===== src/rtl/branch_pkg.sv =====
// Shared encodings for the branch resolution slice: condition codes, 2-bit
// predictor counter states, the sequential PC step and the counter update rule.
package branch_pkg;

    typedef enum logic [2:0] {
        F3_BEQ  = 3'b000,
        F3_BNE  = 3'b001,
        F3_BLT  = 3'b100,
        F3_BGE  = 3'b101,
        F3_BLTU = 3'b110,
        F3_BGEU = 3'b111
    } func3_e;

    typedef enum logic [1:0] {
        CTR_SNT = 2'b00,
        CTR_WNT = 2'b01,
        CTR_WT  = 2'b10,
        CTR_ST  = 2'b11
    } ctr_e;

    localparam int unsigned PC_INCR = 32'd4;

    // Saturating step of a 2-bit counter toward the resolved direction.
    function automatic logic [1:0] ctr_next(input logic [1:0] ctr, input logic taken);
        logic [1:0] nxt;
        case (ctr)
            CTR_SNT: nxt = taken ? CTR_WNT : CTR_SNT;
            CTR_WNT: nxt = taken ? CTR_WT  : CTR_SNT;
            CTR_WT:  nxt = taken ? CTR_ST  : CTR_WNT;
            CTR_ST:  nxt = taken ? CTR_ST  : CTR_WT;
            default: nxt = CTR_WNT;
        endcase
        return nxt;
    endfunction

endpackage


===== src/rtl/branch_bht.sv =====
// Branch history table: one 2-bit saturating counter per entry, a combinational
// lookup port and a single clocked update port (lookup sees pre-update state).
module branch_bht
    import branch_pkg::*;
#(
    parameter int BHT_DEPTH = 64,
    parameter int IDX_W     = $clog2(BHT_DEPTH)
) (
    input  logic             clk,
    input  logic             rst,
    input  logic [IDX_W-1:0] lookup_idx,
    output logic             lookup_taken,
    input  logic             upd_en,
    input  logic [IDX_W-1:0] upd_idx,
    input  logic             upd_taken
);

    logic [1:0] ctr_r [BHT_DEPTH];

    // Counter array: all entries weakly not-taken out of reset.
    always_ff @(posedge clk or posedge rst) begin
        if (rst) begin
            for (int i = 0; i < BHT_DEPTH; i++) begin
                ctr_r[i] <= CTR_WNT;
            end
        end else if (upd_en) begin
            ctr_r[upd_idx] <= ctr_next(ctr_r[upd_idx], upd_taken);
        end
    end

    assign lookup_taken = ctr_r[lookup_idx][1];

endmodule


===== src/rtl/branch_resolve_unit.sv =====
// Branch resolution: evaluates the condition, registers outcome/redirect/mispredict
// one cycle later and counts mispredictions. BRANCH_PREDICT_EN enables the BHT.
module branch_resolve_unit
    import branch_pkg::*;
#(
    parameter int XLEN      = 32,
    parameter int BHT_DEPTH = 64
) (
    input  logic            clk,
    input  logic            rst,
    input  logic [XLEN-1:0] fetch_pc,
    output logic            pred_taken,
    input  logic            ex_valid,
    input  logic [2:0]      ex_func3,
    input  logic [XLEN-1:0] ex_op1,
    input  logic [XLEN-1:0] ex_op2,
    input  logic [XLEN-1:0] ex_pc,
    input  logic [XLEN-1:0] ex_imm,
    input  logic            ex_pred_taken,
    output logic            res_valid,
    output logic            res_taken,
    output logic            mispredict,
    output logic            illegal,
    output logic [XLEN-1:0] redirect_pc,
    output logic [31:0]     mispredict_count
);

    localparam int              IDX_W   = $clog2(BHT_DEPTH);
    localparam logic [XLEN-1:0] PC_STEP = XLEN'(PC_INCR);
    localparam logic [31:0]     CNT_MAX = 32'hFFFF_FFFF;

    logic            cond_s;
    logic            illegal_s;
    logic            taken_s;
    logic            mispredict_s;
    logic            bht_upd_s;
    logic [XLEN-1:0] target_s;
    logic [XLEN-1:0] fall_s;
    logic [XLEN-1:0] redirect_s;

    logic            res_valid_r;
    logic            res_taken_r;
    logic            mispredict_r;
    logic            illegal_r;
    logic [XLEN-1:0] redirect_pc_r;
    logic [31:0]     count_r;

    // Condition evaluation; unsupported codes resolve not-taken and flag illegal.
    always_comb begin
        cond_s    = 1'b0;
        illegal_s = 1'b0;
        case (ex_func3)
            F3_BEQ:  cond_s = (ex_op1 == ex_op2);
            F3_BNE:  cond_s = (ex_op1 != ex_op2);
            F3_BLT:  cond_s = ($signed(ex_op1) <  $signed(ex_op2));
            F3_BGE:  cond_s = ($signed(ex_op1) >= $signed(ex_op2));
            F3_BLTU: cond_s = (ex_op1 <  ex_op2);
            F3_BGEU: cond_s = (ex_op1 >= ex_op2);
            default: illegal_s = 1'b1;
        endcase
    end

    // Next-state resolution values; adders wrap modulo 2^XLEN.
    always_comb begin
        target_s     = ex_pc + ex_imm;
        fall_s       = ex_pc + PC_STEP;
        taken_s      = cond_s & ~illegal_s;
        redirect_s   = taken_s ? target_s : fall_s;
        mispredict_s = ex_valid & ~illegal_s & (taken_s ^ ex_pred_taken);
        bht_upd_s    = ex_valid & ~illegal_s;
    end

    // Resolution registers; pulses drop when no branch was present.
    always_ff @(posedge clk or posedge rst) begin
        if (rst) begin
            res_valid_r   <= 1'b0;
            res_taken_r   <= 1'b0;
            mispredict_r  <= 1'b0;
            illegal_r     <= 1'b0;
            redirect_pc_r <= {XLEN{1'b0}};
            count_r       <= 32'd0;
        end else begin
            res_valid_r  <= ex_valid;
            mispredict_r <= mispredict_s;
            illegal_r    <= ex_valid & illegal_s;
            if (ex_valid) begin
                res_taken_r   <= taken_s;
                redirect_pc_r <= redirect_s;
            end
            if (mispredict_s && (count_r != CNT_MAX)) begin
                count_r <= count_r + 32'd1;
            end
        end
    end

    assign res_valid        = res_valid_r;
    assign res_taken        = res_taken_r;
    assign mispredict       = mispredict_r;
    assign illegal          = illegal_r;
    assign redirect_pc      = redirect_pc_r;
    assign mispredict_count = count_r;

`ifdef BRANCH_PREDICT_EN
    logic unused_pc_bits_s;
    assign unused_pc_bits_s = ^{fetch_pc[XLEN-1:IDX_W+2], fetch_pc[1:0]};

    branch_bht #(
        .BHT_DEPTH (BHT_DEPTH),
        .IDX_W     (IDX_W)
    ) u_bht (
        .clk          (clk),
        .rst          (rst),
        .lookup_idx   (fetch_pc[IDX_W+1:2]),
        .lookup_taken (pred_taken),
        .upd_en       (bht_upd_s),
        .upd_idx      (ex_pc[IDX_W+1:2]),
        .upd_taken    (taken_s)
    );
`else
    // Static not-taken: no table, lookup inputs are intentionally ignored.
    logic unused_predict_s;
    assign unused_predict_s = ^{fetch_pc, bht_upd_s};
    assign pred_taken       = 1'b0;
`endif

endmodule


===== config.mk =====
export PLATFORM = sky130hd
export DESIGN_NAME = branch_resolve_unit
export DESIGN_NICKNAME = d
export VERILOG_FILES = /design/src/rtl/branch_pkg.sv /design/src/rtl/branch_bht.sv /design/src/rtl/branch_resolve_unit.sv
export SDC_FILE = /design/constraint.sdc
export NUM_CORES = 1
export LEC_CHECK = 0
export ABC_CLOCK_PERIOD_IN_PS = 4400
export CAP_MARGIN = 20
export CORE_ASPECT_RATIO = 0.5
export CORE_UTILIZATION = 49
export CTS_CLUSTER_SIZE = 30
export DETAILED_ROUTE_END_ITERATION = 7
export PLACE_DENSITY = 0.94
export SYNTH_ARGS = -nofsm -noshare
export SYNTH_HDL_FRONTEND = slang
export SYNTH_SLANG_ARGS = --single-unit
export TNS_END_PERCENT = 1

===== constraint.sdc =====
create_clock -name clk -period 4.4 [get_ports clk]
set_clock_uncertainty 0.1 [all_clocks]
set_input_delay 1.1 -clock clk [delete_from_list [all_inputs] [get_ports clk]]
set_output_delay 1.1 -clock clk [all_outputs]
set_load 0.01 [all_outputs]

==> run_results.csv <==
group,metric,value,unit
outcome,status,"finished clean",
clocking,ctsResizeCount,0,
power_and_ir_drop,power.density,282,nW/um^2
grt,grt_max_degree,40,
detailed_routing,drt_pass1_iterations,7,
setup_path,worstRegToRegCells,10,
setup_path,r2r_end,"mispredict_count[6]$_DFFE_PP0P_",
yosys,synth-seq-area-share,27.4,%
flow_run,max_cap_violations,0,
finish,fin_cells,1149,
setup_path,r2r-start,"mispredict_count[8]$_DFFE_PP0P_",
sta,maxSlewViolCount,0,
power_and_ir_drop,power,2.51,mW
clocking,numCtsBuffers,9,
min_path,worstHoldStart,"mispredict_count[18]$_DFFE_PP0P_",
yosys,synth_top_cell_by_area,"dfrtp_1",
sta,max_freq,244,MHz
die,die_area,13100,sq um
sta,min_period_over_period,93.0,%
sta,hold_violations,0,
sta,rsz0062_at_grt,"no",
setup_path,cp-start-kind,"primary input",
setup_path,path_max_fanout,7,
power_and_ir_drop,power_frac_clock,30.2,%
grt,grtUsageTotal,28.3,%
yosys,post_synth_num_cell_types,65,
sta,finalSetupViolCount,0,
placement,pre_cts_ws,-82.5,ps
clocking,clk_pin_slew,60,ps
sta,final.min_clock_period,4090,ps
grt,grt_pass1_wl,29700,um
min_path,hp-class,"register to register",
yosys,synth_top_area_share,27.4,%
power_and_ir_drop,p_comb_share,38.5,%
detailed_routing,vias,6666,
yosys,avgSynthCellArea,8.26,sq um
die,die_w,161,um
finish,final_cell_mix,"clkdlybuf4s50_1, nand2_1, dfrtp_1",
yosys,syn-num-nets,984,
yosys,yosys_register_bits,68,
detailed_routing,avgRoutedWirePerCell,16.5,um
power_and_ir_drop,switchingPower,0.842,mW
min_path,min_to,"mispredict_count[18]$_DFFE_PP0P_",
placement,place_congestion,0.914,
finish,fin_util,73.8,%
finish,finalNetCount,1212,
die,initial_core_util,51.3,%
detailed_routing,vias_per_cell,5.80,
power_and_ir_drop,seqPwrFrac,31.3,%
power_and_ir_drop,vdd_drop_max,227,uV
min_path,whs_path_depth,1,
sta,relSlewSlack,52.3,%
die,fp-row-count,28,
clocking,cts_root_buffer,"clkbuf_16",
sta,worstMarginPinSlew,713,ps
grt,grt_pass1_vias,6430,
placement,dp_hpwl,14800,um
yosys,async_flop_share,100,%
setup_path,arrival,4220,ps
yosys,synth-edff-count,0,
sta,setup-tns-final,0,ps
placement,port_buffers,202,
yosys,syn_area,6200,sq um
die,die_y,81.6,um
yosys,yosys_warnings,0,
grt,overflow,0,
detailed_routing,final_antenna_net_count,0,
detailed_routing,drc,0,
detailed_routing,routed_wl,19000,um
clocking,cts_sinks,68,
power_and_ir_drop,swShare,33.5,%
setup_path,critPathCaptureType,"register",
yosys,netlist_instances,751,
clocking,clock_latency,350,ps
finish,drive_gt1_share,7.72,%
clocking,cts_tree,"built",
finish,antennaDiodeCount,0,
die,ioPinCount,236,
finish,area_growth,43.8,%
setup_path,r2r_slack,1060,ps
setup_path,worstSetupPathType,"primary input to register",
grt,antenna_found_initial,0,
yosys,synth_ff_type,"dfrtp_1",
clocking,cts_hold_buf,0,
clocking,clockBufferDepth,2,
clocking,ctsHtreeMaxLevel,3,
clocking,post-cts-setup-buffer-count,0,
setup_path,startpoint,"ex_op2[1]",
finish,fillers,859,
yosys,ys_top_cells_by_area,"dfrtp_1, ha_1, xnor2_1, xor2_1, nand2_1",
placement,placed_cells,1133,
die,coreArea,12100,sq um
sta,fin_ws,306,ps
setup_path,cp.required,4520,ps
detailed_routing,drtIter0Drc,460,
finish,final_common_cell,"clkdlybuf4s50_1",
power_and_ir_drop,p_int,1.67,mW
power_and_ir_drop,power.leakage,3.93,nW
[cells by family after synthesis]
family | after synthesis | share of synthesized area, %
adders and majority gates | 66 | 13.4
buffers and inverters | 72 | 4.68
DFF | 68 | 27.4
AOI/OAI and AO/OA | 159 | 16.7
xor gates and xnor gates | 77 | 11.0
muxes | 19 | 3.29
and+or+nand+nor | 289 | 23.4
other | 1 | 0.0605
[layout make-up]
class	instances	area, sq um	share of cell area (%)
Multi-Input combinational cell	611	4210	47.2
Inverter	51	191	2.15
Timing Repair Buffer	238	2300	25.8
Clock buffer	9	225	2.52
Clock inverter	7	81.3	0.912
Tap cell	165	206	2.31
Sequential cell	68	1700	19.1
[per-stage QoR]
stage          area (sq um)  hold slack (ps)
2_1_floorplan          6200              415
3_3_place_gp           8610              374
3_5_place_dp           8610              380
4_1_cts                8920              389
5_1_grt                8920              398
6_report               8920              391
[sequential cells by signal (all words and copies together) (netlist names)]
signal,flops
mispredict_count,32
res_taken,1
illegal,1
redirect_pc,32
mispredict,1
res_valid,1
[Yosys cell counts (2+ instances only)]
| cell | instances |
|---|---|
| buf_2 | 4 |
| nor2b_1 | 6 |
| and3_1 | 17 |
| a211oi_1 | 9 |
| a211o_1 | 3 |
| o21bai_1 | 3 |
| clkbuf_1 | 11 |
| or2_2 | 4 |
| dfrtp_1 | 68 |
| a221o_1 | 2 |
| nor3_1 | 21 |
| ha_1 | 65 |
| o21ai_0 | 26 |
| nand2b_1 | 2 |
| nor4b_1 | 2 |
| nand4_1 | 22 |
| nand2_1 | 69 |
| mux2_2 | 10 |
| a21o_1 | 10 |
| o31ai_1 | 2 |
| a21oi_1 | 50 |
| or3_1 | 5 |
| xnor2_1 | 40 |
| buf_1 | 2 |
| nor4_1 | 9 |
| or4_1 | 3 |
| o2bb2ai_1 | 3 |
| o221ai_1 | 3 |
| a21boi_0 | 4 |
| mux2i_1 | 8 |
| o2111ai_1 | 4 |
| and4_1 | 6 |
| and2_1 | 4 |
| o211ai_1 | 5 |
| nand3b_1 | 4 |
| a31oi_1 | 13 |
| buf_4 | 4 |
| o21a_1 | 10 |
| inv_1 | 51 |
| xor2_1 | 36 |
| a2bb2oi_1 | 2 |
| nand3_1 | 40 |
| nor2_1 | 67 |
[worst max path at each step]
stage | to | slack (ps) | depth (start not counted)
3_5_place_dp | redirect_pc[23]$_DFFE_PP0P_ | -80 | 13
2_1_floorplan | redirect_pc[4]$_DFFE_PP0P_ | 730 | 11
3_3_place_gp | redirect_pc[11]$_DFFE_PP0P_ | 50 | 12
4_1_cts | redirect_pc[23]$_DFFE_PP0P_ | 270 | 13
6_report | mispredict_count[31]$_DFFE_PP0P_ | 310 | 14
5_1_grt | redirect_pc[31]$_DFFE_PP0P_ | 50 | 11
[metal layers]
layer  wire [um]  share of wire [%]  vias up  global-route usage, %
li1            -                  -     3173                      -
met1        7660                 40     3085                   32.8
met2        9110                 48      338                   50.9
met3        1500                7.9       70                   5.40
met4         744                3.9        0                   15.0
met5           0                  0        -                      0
[power by group through the flow]
stage	logic [mW]	registers, mW	clock network [mW]
floorplan	0.449	0.822	0
global placement	0.919	0.788	0
detailed placement	0.951	0.795	0
CTS	0.961	0.786	0.770
global route	1.05	0.797	0.795
finish	0.967	0.787	0.761
[critical path: stages]
cell and delay [ps]:
clkdlybuf4s50_1 450, inv_1 50, ha_1 300, nor2b_1 140
o211ai_1 150, a21oi_1 90, o311ai_0 460, nand3_1 230
a211oi_4 450, buf_4 200, mux2i_1 210, buf_4 180
nor2_1 70, xor2_1 140
Note: power is estimated with default switching activity, not from simulation.
